### src/rtl/valu_addc_lane_seq.sv
// valu_addc_lane_seq
//   Wave-level sequencer for the VALU integer add path. Takes one lane's
//   operand pair per cycle (lanes 0..LANES-1 in order), runs it through a
//   two-stage pipeline (operand condition -> WIDTH+1 bit add) and streams
//   per-lane sums to write-back. The per-lane carry/borrow bits are
//   gathered into a VCC mask for V_ADD_CO / V_SUB_CO / V_ADDC_CO / V_SUBB_CO.
//
// Ports
//   clk, rst            clock; asynchronous active-high reset
//   start               begin a wave (only honoured in IDLE); latches op/exec/vcc_in
//   op                  0=ADD_CO 1=SUB_CO 2=ADDC_CO 3=SUBB_CO
//   exec, vcc_in        execute mask and carry/borrow-in mask for the wave
//   in_valid/in_ready   operand handshake, in_a/in_b operands
//   out_valid/out_ready result handshake, out_lane/out_sum/out_we result
//   vcc_out             carry/borrow mask, held after the wave until next start
//   done                one-cycle pulse when vcc_out is complete
//   busy                sequencer is not idle
//   clamp               (VALU_ADD_CLAMP_EN only) saturate instead of wrap
//
// Optional feature macro: VALU_ADD_CLAMP_EN
module valu_addc_lane_seq #(
    parameter int WIDTH = 32,
    parameter int LANES = 32,
    localparam int LW = (LANES > 1) ? $clog2(LANES) : 1
) (
    input  logic             clk,
    input  logic             rst,
    input  logic             start,
    input  logic [1:0]       op,
    input  logic [LANES-1:0] exec,
    input  logic [LANES-1:0] vcc_in,
`ifdef VALU_ADD_CLAMP_EN
    input  logic             clamp,
`endif
    input  logic             in_valid,
    output logic             in_ready,
    input  logic [WIDTH-1:0] in_a,
    input  logic [WIDTH-1:0] in_b,
    output logic             out_valid,
    input  logic             out_ready,
    output logic [LW-1:0]    out_lane,
    output logic [WIDTH-1:0] out_sum,
    output logic             out_we,
    output logic [LANES-1:0] vcc_out,
    output logic             done,
    output logic             busy
);

    typedef enum logic [1:0] {IDLE, RUN, DRAIN, DONE} state_t;

    state_t           state;
    logic [1:0]       op_q;
    logic [LANES-1:0] exec_q;
    logic [LANES-1:0] vcc_q;
    logic [LW-1:0]    cnt;
`ifdef VALU_ADD_CLAMP_EN
    logic             clamp_q;
`endif

    // stage 1 registers
    logic             s1_vld;
    logic [WIDTH-1:0] s1_a;
    logic [WIDTH-1:0] s1_b;
    logic             s1_cin;
    logic [LW-1:0]    s1_lane;

    logic             en;
    logic             in_fire;
    logic             out_fire;
    logic [WIDTH-1:0] b_sel;
    logic             cin_sel;
    logic [WIDTH:0]   full;
    logic             res_bit;
    logic [WIDTH-1:0] sum_sel;

    // Single global stall: nothing moves while a result is waiting.
    assign en       = ~out_valid | out_ready;
    assign in_ready = (state == RUN) & en;
    assign in_fire  = in_valid & in_ready;
    assign out_fire = out_valid & out_ready;
    assign busy     = (state != IDLE);

    // Subtract is a + ~b + 1; subtract-with-borrow uses ~borrow_in as the carry.
    always_comb begin
        b_sel   = op_q[0] ? ~in_b : in_b;
        cin_sel = 1'b0;
        case (op_q)
            2'd0: cin_sel = 1'b0;
            2'd1: cin_sel = 1'b1;
            2'd2: cin_sel = vcc_q[cnt];
            2'd3: cin_sel = ~vcc_q[cnt];
            default: cin_sel = 1'b0;
        endcase
    end

    // Carry-out of a + ~b + cin is the inverse of the borrow.
    always_comb begin
        full    = {1'b0, s1_a} + {1'b0, s1_b} + {{WIDTH{1'b0}}, s1_cin};
        res_bit = op_q[0] ? ~full[WIDTH] : full[WIDTH];
`ifdef VALU_ADD_CLAMP_EN
        if (clamp_q && res_bit)
            sum_sel = op_q[0] ? {WIDTH{1'b0}} : {WIDTH{1'b1}};
        else
            sum_sel = full[WIDTH-1:0];
`else
        sum_sel = full[WIDTH-1:0];
`endif
    end

    always_ff @(posedge clk or posedge rst) begin
        if (rst) begin
            state     <= IDLE;
            op_q      <= 2'd0;
            exec_q    <= '0;
            vcc_q     <= '0;
            cnt       <= '0;
`ifdef VALU_ADD_CLAMP_EN
            clamp_q   <= 1'b0;
`endif
            s1_vld    <= 1'b0;
            s1_a      <= '0;
            s1_b      <= '0;
            s1_cin    <= 1'b0;
            s1_lane   <= '0;
            out_valid <= 1'b0;
            out_lane  <= '0;
            out_sum   <= '0;
            out_we    <= 1'b0;
            vcc_out   <= '0;
            done      <= 1'b0;
        end else begin
            done <= 1'b0;
            case (state)
                IDLE: if (start) begin
                    state   <= RUN;
                    op_q    <= op;
                    exec_q  <= exec;
                    vcc_q   <= vcc_in;
                    cnt     <= '0;
                    vcc_out <= '0;
`ifdef VALU_ADD_CLAMP_EN
                    clamp_q <= clamp;
`endif
                end
                RUN:   if (in_fire && cnt == LW'(LANES - 1)) state <= DRAIN;
                DRAIN: if (out_fire && out_lane == LW'(LANES - 1)) begin
                    state <= DONE;
                    done  <= 1'b1;
                end
                DONE:  state <= IDLE;
                default: state <= IDLE;
            endcase

            if (in_fire)
                cnt <= cnt + 1'b1;

            if (en) begin
                s1_vld <= in_fire;
                if (in_fire) begin
                    s1_a    <= in_a;
                    s1_b    <= b_sel;
                    s1_cin  <= cin_sel;
                    s1_lane <= cnt;
                end
                if (s1_vld) begin
                    out_valid         <= 1'b1;
                    out_sum           <= sum_sel;
                    out_lane          <= s1_lane;
                    out_we            <= exec_q[s1_lane];
                    vcc_out[s1_lane]  <= exec_q[s1_lane] & res_bit;
                end else begin
                    out_valid <= 1'b0;
                end
            end
        end
    end

endmodule

### config.mk
export PLATFORM = sky130hd
export DESIGN_NAME = valu_addc_lane_seq
export DESIGN_NICKNAME = d
export VERILOG_FILES = /design/src/rtl/valu_addc_lane_seq.sv
export SDC_FILE = /design/constraint.sdc
export NUM_CORES = 1
export LEC_CHECK = 0
export ABC_AREA = 0
export CAP_MARGIN = 10
export CELL_PAD_IN_SITES_DETAIL_PLACEMENT = 0
export CELL_PAD_IN_SITES_GLOBAL_PLACEMENT = 1
export CORE_ASPECT_RATIO = 1.4
export CORE_MARGIN = 5
export CORE_UTILIZATION = 38
export CTS_BUF_LIST = sky130_fd_sc_hd__clkbuf_8
export CTS_CLUSTER_DIAMETER = 100
export DETAILED_ROUTE_END_ITERATION = 7
export PLACE_DENSITY_LB_ADDON = 0.12
export REMOVE_ABC_BUFFERS = 1
export SKIP_LAST_GASP = 1
export SYNTH_ARGS = -nofsm -noshare
export SYNTH_HDL_FRONTEND = slang
export SYNTH_SLANG_ARGS = --single-unit
### constraint.sdc
create_clock -name clk -period 7.5 [get_ports clk]
set_input_delay 1.5 -clock clk [delete_from_list [all_inputs] [get_ports clk]]
set_output_delay 1.5 -clock clk [all_outputs]
set_load 0.03 [all_outputs]
== Yosys cells after proc, flatten, opt, wreduce, memory -nomap -nowiden ==
Cells that the tools add are included.

* Logic and storage cells: 79
* Bits in registers: 216

* $add $sub $neg: 3
* Equal/unequal tests: 11
* Bitwise logic cells: 9
* $lt $le $gt $ge: 3
* Reductions and logical operators: 13
* Muxes and demuxes: 24

{| class="wikitable"
|+ Operator list
! cell !! count
|-
| 32-bit two-way mux || 5
|-
| 32-bit by 32-bit adder with 33-bit output || 1
|-
| 33-bit by 1-bit adder with 33-bit output || 1
|-
| 32-bit bitwise mux || 1
|-
| 32-bit NOT || 1
|-
| 5-bit two-way mux || 3
|-
| 5-bit by 6-bit < comparator with 1-bit output, second input constant || 2
|-
| 1-bit binary-select mux with 5-bit select || 2
|-
| 5-bit == test, second input constant || 2
|-
| 2-bit == test, second input constant || 4
|-
| 2-bit one-hot mux with 4 select lines || 1
|-
| 2-bit AND reduction || 4
|-
| 1-bit two-way mux || 7
|-
| 2-bit two-way mux || 3
|-
| 2-bit nonzero test || 3
|-
| 5-bit by 1-bit adder with 5-bit output, second input constant || 1
|-
| 1-bit demux with 5-bit select || 1
|-
| 5-bit by 1-bit >= comparator with 1-bit output, second input constant || 1
|-
| 1-bit AND || 4
|-
| 2-bit by 1-bit == test with 1-bit output, second input constant || 2
|-
| 2-bit logical NOT || 2
|-
| 2-bit != test, second input constant || 2
|-
| 1-bit one-hot mux with 4 select lines || 1
|-
| 1-bit logical AND || 3
|-
| other kinds (4) || 6
|}

== Depth between registers and ports, before layout ==
* Depth after elaboration: 8
* Gate-level depth with buffers: 12

== Least setup slack after synthesis ==
Ideal clock, no wire load.

* Path kind: input -> output
* Start point: input port out_ready
* End point: output port in_ready
* Arrival time: 1974 ps
* Required time: 6000 ps
* Slack: 4026 ps
* Stages: 2
* Cells stage by stage: nand2b_1 > and2_1

* Word-level cells in the longest chain between the ends: 2

{| class="wikitable"
|+ RTL lines
! what !! RTL line !! source
|-
| start, declared || 40 || <nowiki>input logic out_ready,</nowiki>
|-
| 1-bit OR || 77 || <nowiki>assign en = ~out_valid | out_ready;</nowiki>
|-
| 1-bit AND || 78 || <nowiki>assign in_ready = (state == RUN) & en;</nowiki>
|-
| end, declared || 36 || <nowiki>output logic in_ready,</nowiki>
|}

No other way between the ends.

== Worst setup path in the final report ==
Same ends and word-level chain as after synthesis.

==> impl_results.md <==
- Largest area contributor in the netlist: dfrtp_1
- Actual slew at the worst max-slew pin: around 1.0 ns
- Crit path required time: roughly 6.0 ns
- Die Y: between 200 and 250 um
- CP Cell Sequence: clkdlybuf4s50_1 -> nand2b_1 -> and2_1 -> clkdlybuf4s50_1
- Layout net count: 1,454
- Buffers added on ports: between 200 and 250
- TritonCTS Sinks: between 200 and 250
- Most frequent cells in the layout: nand2_1, dfrtp_1, clkdlybuf4s50_1, mux2_2, a21oi_1
- H-tree depth: 2
- Core Region: around 28,000 sq um
- Critical Setup Path Class: in2out
- Ys async rst share: 100.0%
- Max Clock Freq: approximately 220 MHz
- Hold Path Class: reg2reg
- Largest net degree at the start of global routing: 88
- Unrepaired setup endpoints after global routing: false
- Yosys warns: 0
- Maximum vdd drop: 169.7 uV
- Gate Count Post-Synth: between 1,000 and 1,500
- Setup WS post-layout: around 2.9 ns
- LEAKAGE: roughly 6 nW
- Vias/cell: roughly 5.0
- Critical path endpoint: in_ready
- Pwr Density: 456.8 nW/um^2
- Cts hold-fix bufs: 0
- Initial antenna violation count: 3
- Outcome: completed
- Setup crit start: out_ready
- CP Max Fanout: 6
- Most common cell after layout, fill and taps aside: nand2_1
- Post-synth top area share: 49.30%
- Layout cells sized above 1: between 10% and 20%
- Initial Utilization: between 30% and 40%
- Worst setup SP type: input pin
- All-Layer GR Usage: between 10% and 20%
- Residual DRC count: 0
- CTS resizes: 0
- Ranking of synthesized cells by area: dfrtp_1, nand2_1, mux2_2
- Drt initial violations: 316
- Most common cell on crit path: clkdlybuf4s50_1
- Flops & latches, synth: about 220
- FP Rows: between 70 and 80
- CTS tree: done
- Avg Inst Size Synth: ~10 sq um
- Post-CTS Setup Inserts: 0
- Drt first pass iters: 4
- Die X: about 150 um
- Cell depth of the worst setup path: 4
- Final setup vio count: 0
- Fin crit share: 61.85%
- Crit path time final: 4.639 ns
- Hold path cells: 2
- Seq/Total Area, Yosys: 49.30%
- R2R Path Start: s1_a[0]
- Crit path max-delay family: buffers and inverters
- CTS Buffer Depth: 3
- Worst path buffer plus inverter count: 2
- CTS root buffer: clkbuf_8
- Finished Core Util: about half
- Vias after detailed routing: approximately 8,500
- Hpwl dp: slightly above 20 mm
- Hold path start: out_sum[18]
- CTS clk-pin slew, worst paths: roughly 0.060 ns
- Worst Clk Skew: approximately 0.025 ns
- Worst slack, placed: 2.841 ns
- Setup slack, reg-to-reg: between 4 and 5 ns
- Worst-case reg-to-reg path depth: 12
- Synth Flop Type: dfrtp_1
- Area grow syn2layout: 27.69%
- Routed len/inst: approximately 17 um
- IO Pins: 209
- Die area: around 32,000 sq um
- Post-synth EDFFs: 0
- Overall power: 6.395 mW
- Worst EP arrival: about 3.1 ns
- Sum of negative setup slack: 0 ns
- Final cell count without fillers: roughly 1,700
- Fin. max-slew vios: 0
- Clock Latency Late Sink: approximately 0.55 ns
- Worst Setup End Kind: primary output
- Hold Vio Cnt, Final: 0
- RR Endpoint: vcc_out[0]
- Synth Cell Area: ~11,000 sq um
- Routed Antenna Nets: 0
- WL final: a little under 30 mm
- Vias in the first global route: about 8,800
- Worst path max stage delay: ~0.7 ns
- Synth cell types: 59
- Slowest cell on crit path: clkdlybuf4s50_1
- First-pass GRT wire length: 46.96 mm
- Routability congestion estimate: 0.8127
- Relative slew slack: 30.55%
- Grt ovf: 0
- CTS buffer count: 37
- Max-capacitance violation count: 0
- DP Cell Count: 1,616
## cell usage after synthesis (all sizes together) (8+ instances only)
cell,n
nand2b,11
buf,13
nor2,55
xor2,11
clkbuf,53
mux2i,8
nand2,226
and3,9
mux4,18
a21o,15
inv,18
mux2,68
nand4,14
xnor2,43
o21ai,82
dfrtp,216
ha,37
nand3,39
a21oi,67
## tightest hold or removal path: cells and delay by family (launching register included)
| family | cells | cell delay (ns) |
|---|---|---|
| simple gates | 1 | 0.04 |
| flops | 1 | 0.34 |
| compound gates | 1 | 0.06 |
## power breakdown
group / switching [mW] / internal (mW) / leakage [nW]
clock network: 0.476 / 0.520 / 0.390
logic: 1.91 / 1.50 / 3.03
registers: 0.335 / 1.65 / 2.66
total: 2.72 / 3.67 / 6.07
## area by class of cell
class | instances | area [sq um]
Fill cell | 2724 | 14410
Sequential cell | 216 | 5406
Tap cell | 375 | 469.2
Multi-Input combinational cell | 792 | 5243
Antenna cell | 1 | 2.502
Clock buffer | 43 | 591.8
Inverter | 18 | 75.07
Clock inverter | 16 | 76.32
Timing Repair Buffer | 215 | 2135
## routing by layer
metal / up-vias / track usage, % / share of wire (%)
li1: 4196 / - / -
met5: - / 0 / 0.078
met2: 202 / 33.09 / 53
met4: 4 / 5.393 / 2.0
met3: 49 / 5.206 / 6.3
met1: 4006 / 20.12 / 39
## metrics by stage
stage,hold WS [ns],cell area [sq um]
after floorplan,0.4507,10700
after global placement,0.4617,13330
after detailed placement,0.4699,13330
after CTS,0.4837,14000
after global routing,0.4990,14000
final,0.4745,14000
## how the worst min path moves through the flow
| stage | to | slack [ns] |
|---|---|---|
| final | out_sum[18] | 0.47 |
| after global placement | out_sum[18] | 0.46 |
| after global routing | out_sum[26] | 0.50 |
| after floorplan | out_valid | 0.45 |
| after detailed placement | out_sum[18] | 0.47 |
| after CTS | out_sum[18] | 0.48 |
## registers in the layout, summed over array words and instances, names as in the netlist, 5 cells and up
name,count
cnt,5
exec_q,32
vcc_out,32
s1_b,32
s1_lane,5
s1_a,32
vcc_q,32
out_sum,32
out_lane,5
## kinds of logic after synthesis
| group | share of synthesized area [%] |
|---|---|
| multiplexers | 11.53 |
| flip-flops | 49.30 |
| AND/OR/NAND/NOR | 15.29 |
| XOR/XNOR | 4.314 |
| adder cells (fa/ha/maj) | 4.588 |
| buffers and inverters | 3.036 |
| AO/OA/AOI/OAI | 11.94 |
Power figures use the tool's default switching activity.
==> RTL change 1, RTL diff (same settings) <==
Set the parameter `LANES` to 64 (it was 32).
--- a/src/rtl/valu_addc_lane_seq.sv
+++ b/src/rtl/valu_addc_lane_seq.sv
@@ -20,7 +20,7 @@
 // Optional feature macro: VALU_ADD_CLAMP_EN
 module valu_addc_lane_seq #(
     parameter int WIDTH = 32,
-    parameter int LANES = 32,
+    parameter int LANES = 64,
     localparam int LW = (LANES > 1) ? $clog2(LANES) : 1
 ) (
     input  logic             clk,
Ports: changed (resized exec, out_lane, vcc_in and vcc_out); port bits go from 209 to 306. The function was not compared with the original's and may differ.
==> RTL change 1 against the original RTL <==
  * Setup slack worse by 0.044 ns
  * Wire length up 56%
  * Global-route usage grew 1.9 points
  * Synthesized area up 42%
  * Non-clock buffer count rose by 105
  * Sequential cell count up 99
  * Clock skew down 0.0043 ns
  * Cell area increased by 43%
  * Total power rose by 29%
  * Critical path type unchanged
==> RTL change 1: results (changes against the original RTL) <==
Routing
  • Met2 WL post-DR: 23,900 um (+54%)
  • Top sig layer: met4
  • WL/cell: 19.9 um (+14%)
  • Drt via density: 5.12 (+1.4%)
  • M1 WL: 17,900 um (+58%)
  • DR iter-0 viols: 563 (+78%)
  • Detailed Routing Iterations Pass 1: 5 (+1)
  • Met3 wire length: 2340 um (+27%)

Synth
  • Netlist cell types: 75 (+27%)
  • Ranking of synthesized cells by area: dfrtp_1 51%, mux2_2 9.9%, nand2_1 6.2%
  • Commonest cells post-synth: 315 x dfrtp_1, 257 x nand2_1, 136 x mux2_2, 73 x nand3_1
  • Synth Area per Inst: 10.8 sq um (+7.6%)
  • Compound-Gate Fraction of Synth Area: 12.5% (+0.53 points)
  • Synth Area in Adders: 3.16% (-1.4 points)
  • Post-synthesis mux area share: 13.7% (+2.2 points)
  • Xor and xnor area share after synthesis: 3.38% (-0.93 points)
  • Register area share after synthesis: 50.8% (+1.5 points)

Final layout
  • Layout cells sized above 1: 18.1% (+6.3 points)
  • # nets final: 1,968 (+35%)

Global route
  • First-pass GRT wire length: 71,600 um (+52%)
  • Initial antenna violation count: 2 (-1)
  • Vias in the first global route: 12,500 (+41%)
  • Largest net degree at the start of global routing: 142 (+61%)

Placement
  • Placed cells: 2,212 (+37%)
  • Place WS: 2.82 ns (-0.0183 ns)
  • GP Congestion: 0.894 (+10%)
  • Cell Area, Placed: 19,000 sq um (+42%)
  • Number of port buffers: 305 (+47%)

Clocking
  • CTS Buf Count: 51 (+38%)
  • Clk Latency, worst-skew pair: 0.60 ns (+0.05 ns)

Setup path
  • CP Max Fanout: 8 (+2)
  • WP data arrival: 3.18 ns (+0.04 ns)
  • Capturing point of the worst reg2reg path: vcc_out[1]$_DFF_PP0_
  • Reg2Reg Setup Slack: 3.59 ns (-0.44 ns)
  • Reg2reg path depth: 13 (+1)

Status
  • Status: complete, no violations

Timing
  • Clock Skew: 0.0204 ns (-0.00429 ns)

Power
  • Leakage power: 8.51 nW (+40%)
  • Worst ir drop on vdd: 307 uV (+81%)
-- RTL change 1: power by group --
group          internal, mW  switching (mW)  total, mW  leakage (nW)
combinational          1.74            2.23       3.97          3.98
clock                 0.841           0.701       1.54         0.614
sequential             2.35           0.391       2.75          3.92
total                  4.94            3.32       8.25          8.51
-- RTL change 1: logic make-up (layout without fill, tap and decap cells) --
family,Yosys count,in the layout
DFF,315,315
and+or+nand+nor,469,469
adders and majority gates,38,38
AOI/OAI and AO/OA,281,281
muxes,174,174
buffers and inverters,101,433
other,0,1
xor gates and xnor gates,60,60
-- RTL change 1: how the worst min path moves through the flow --
stage,to
5_1_grt,out_sum[9]$_DFFE_PP0P_
6_report,out_sum[1]$_DFFE_PP0P_
3_3_place_gp,out_sum[1]$_DFFE_PP0P_
2_1_floorplan,s1_a[10]$_DFFE_PP0P_
3_5_place_dp,out_sum[1]$_DFFE_PP0P_
4_1_cts,out_sum[1]$_DFFE_PP0P_
-- RTL change 1: cell type report --
| type | count | area (sq um) | area share (%) |
|---|---|---|---|
| repair buffers | 320 | 3190 | 15.9 |
| flip-flops and latches | 315 | 7880 | 39.3 |
| clock inverters | 24 | 130 | 0.649 |
| multi-input cells | 1022 | 7150 | 35.7 |
| inverters | 21 | 86.3 | 0.431 |
| clock buffers | 68 | 936 | 4.67 |
| diodes | 1 | 2.50 | 0.0125 |
| well taps | 534 | 668 | 3.33 |
-- RTL change 1: worst max-delay path: cells and delay by family --
kind | cells | cell delay, ns
and+or+nand+nor | 2 | 0.51
buffers and inverters | 2 | 1.17
-- RTL change 1: layer usage --
layer | track usage [%] | up-vias
met5 | 0 | -
met4 | 6.96 | 0
met3 | 4.47 | 95
met2 | 36.4 | 295
met1 | 22.7 | 5754
li1 | - | 5650
==> RTL change 2, RTL diff (config.mk and constraints unchanged) <==
Without the edit above. Encoding of `state_t`: now one-hot (4 bits for 4 states).
--- a/src/rtl/valu_addc_lane_seq.sv
+++ b/src/rtl/valu_addc_lane_seq.sv
@@ -46,7 +46,7 @@
     output logic             busy
 );
 
-    typedef enum logic [1:0] {IDLE, RUN, DRAIN, DONE} state_t;
+    typedef enum logic [3:0] {IDLE = 4'b0001, RUN = 4'b0010, DRAIN = 4'b0100, DONE = 4'b1000} state_t;
 
     state_t           state;
     logic [1:0]       op_q;
Check against the original RTL: no difference found for any inputs over 4 cycles, from zero or initial values and one cycle with rst high; so few cycles prove little.
==> RTL change 2 against the original RTL <==
  * Wire length decreased by 0.19%
  * Sequential share of layout area is 0.11 points lower
  * Highest routed layer is now met4
  * Synthesized area up 0.75%
  * Cell area grew 1.2%
  * Critical endpoint unchanged
  * Setup slack improved by 0.064 ns
  * Worst hold slack got worse by 0.0024 ns
  * Sequential cell count up 2
  * Non-clock buffer count increased by 2
  * Fmax rose by 1.4%
Power is not compared: it rests on default switching activity, and its combinational part moved more than twofold at a synthesized area within 25%.
==> RTL change 2: results (changes against the original RTL) <==
Min path
  • Hold depth: 2 (unchanged)
  • Worst hold-check path type: register to register
  • Hold path start: out_sum[1]$_DFFE_PP0P_
  • Hold endpoint: out_sum[1]$_DFFE_PP0P_

Placement
  • GP Congestion: 0.825 (+1.6%)
  • Place WS: 2.90 ns (+0.0553 ns)
  • Cell Area, Placed: 13,400 sq um (+0.75%)
  • Number of port buffers: 208 (unchanged)
  • Hpwl dp: 20,800 um (+0.29%)

Setup path
  • CP top delay family: buffers and inverters
  • CP Launch Point: out_ready
  • CP Max Fanout: 6 (unchanged)
  • Worst Setup EP: in_ready
  • WP data arrival: 3.08 ns (-0.06 ns)
  • CP peak stage delay: 0.70 ns
  • Reg2Reg Setup Slack: 4.11 ns (+0.08 ns)
  • Capturing point of the worst reg2reg path: vcc_out[31]$_DFF_PP0_
  • Reg2reg path depth: 12 (unchanged)
  • Critical R2R Launch: s1_a[0]$_DFFE_PP0P_

Global route
  • Largest net degree at the start of global routing: 99 (+13%)
  • First-pass GRT wire length: 47,200 um (+0.46%)
  • Initial antenna violation count: 0 (-3)
  • Gr usage total: 17.9% (-0.091 points)
  • Vias in the first global route: 8,676 (-1.8%)

Clocking
  • Clock transition at path regs: 0.06 ns (about the same)
  • Clock root buffer: clkbuf_8
  • H-Tree Depth: 2 (unchanged)
  • # resized after CTS: 0 (unchanged)
  • Deepest clock path buffer count: 3 (unchanged)
  • CTS Buf Count: 37 (unchanged)
  • Clk Latency, worst-skew pair: 0.53 ns (-0.02 ns)
  • Setup bufs post-CTS: 0 (unchanged)

Power
  • Leakage power: 6.46 nW
  • Worst ir drop on vdd: between 150 and 200 uV
  • Sw frac: 22.0%

Synth
  • Post-synth ARST share: 100% (unchanged)
  • Netlist cell types: 62 (+5.1%)
  • Register area share after synthesis: 49.4% (+0.096 points)
  • Commonest cells post-synth: 231 x nand2_1, 217 x dfrtp_1, 67 x mux2_2, 64 x a21oi_1, 51 x o21ai_0
  • Ys flop type: dfrtp_1
  • Ranking of synthesized cells by area: dfrtp_1 49%, nand2_1 7.9%, mux2_2 6.8%

Routing
  • Final WL: 29,200 um (-0.19%)
  • Detailed Routing Iterations Pass 1: 4 (unchanged)
  • Via Count: 8,429 (-0.33%)
  • DR iter-0 viols: 269 (-15%)

Timing
  • Fin crit share: 61.0% (-0.85 points)
  • Least-Margin Pin Slew: 0.989 ns (-0.0508 ns)
  • WHS: 0.472 ns (-0.00237 ns)
  • Clock Skew: 0.0120 ns (-0.0127 ns)
  • Count of final setup violators: 0 (unchanged)

Final layout
  • # nets final: 1,446 (-0.55%)
  • Layout cells sized above 1: 14.2% (+2.4 points)
  • Final antenna diode count: 0 (-1)
  • FILL cells: 2,740 (+0.59%)

Status
  • Status: complete, no violations
RTL change 2: per-stage QoR:
| stage | instances | power (mW) | util [%] |
|---|---|---|---|
| after floorplan | 1020 | 1.22 | - |
| after CTS | 1682 | 2.39 | 48.9 |
| final | 1682 | 2.34 | 48.9 |
| after global placement | 1617 | 1.31 | 46.3 |
| after global routing | 1682 | 2.45 | 48.9 |
| after detailed placement | 1617 | 1.31 | 46.3 |
RTL change 2: cells by family after synthesis:
kind of cell	synth area share, %
buffers and inverters	3.04
AO/OA/AOI/OAI	13.5
flip-flops	49.4
AND/OR/NAND/NOR	15.0
adder cells (fa/ha/maj)	4.10
multiplexers	10.6
XOR/XNOR	4.36
RTL change 2: power by group through the flow:
stage / logic [mW] / clock network (mW) / registers, mW
detailed placement: 0.108 / 0 / 1.20
global placement: 0.109 / 0 / 1.20
CTS: 0.109 / 1.11 / 1.18
finish: 0.105 / 1.06 / 1.18
global route: 0.116 / 1.15 / 1.18
floorplan: 0.0252 / 0 / 1.20
RTL change 2: layer usage:
layer | up-vias | global-route usage (%) | wire, um
met4 | 0 | 4.42 | 507
met2 | 178 | 32.0 | 15000
met5 | - | 0 | 0
met1 | 4031 | 21.1 | 11800
li1 | 4183 | - | -
met3 | 37 | 5.40 | 1900
RTL change 2: cell type report:
cell class,count,area share (%)
well taps,380,3.36
multi-input cells,785,37.2
clock buffers,49,4.76
clock inverters,16,0.477
inverters,17,0.503
flip-flops and latches,218,38.5
repair buffers,217,15.2
RTL change 2: worst reg2reg max path: cells and delay by family (launching register included):
family / cells / cell delay [ns]
AO/OA/AOI/OAI: 6 / 1.47
buffers and inverters: 3 / 0.65
adder cells (fa/ha/maj): 2 / 0.64
flip-flops: 1 / 0.35
AND/OR/NAND/NOR: 1 / 0.13
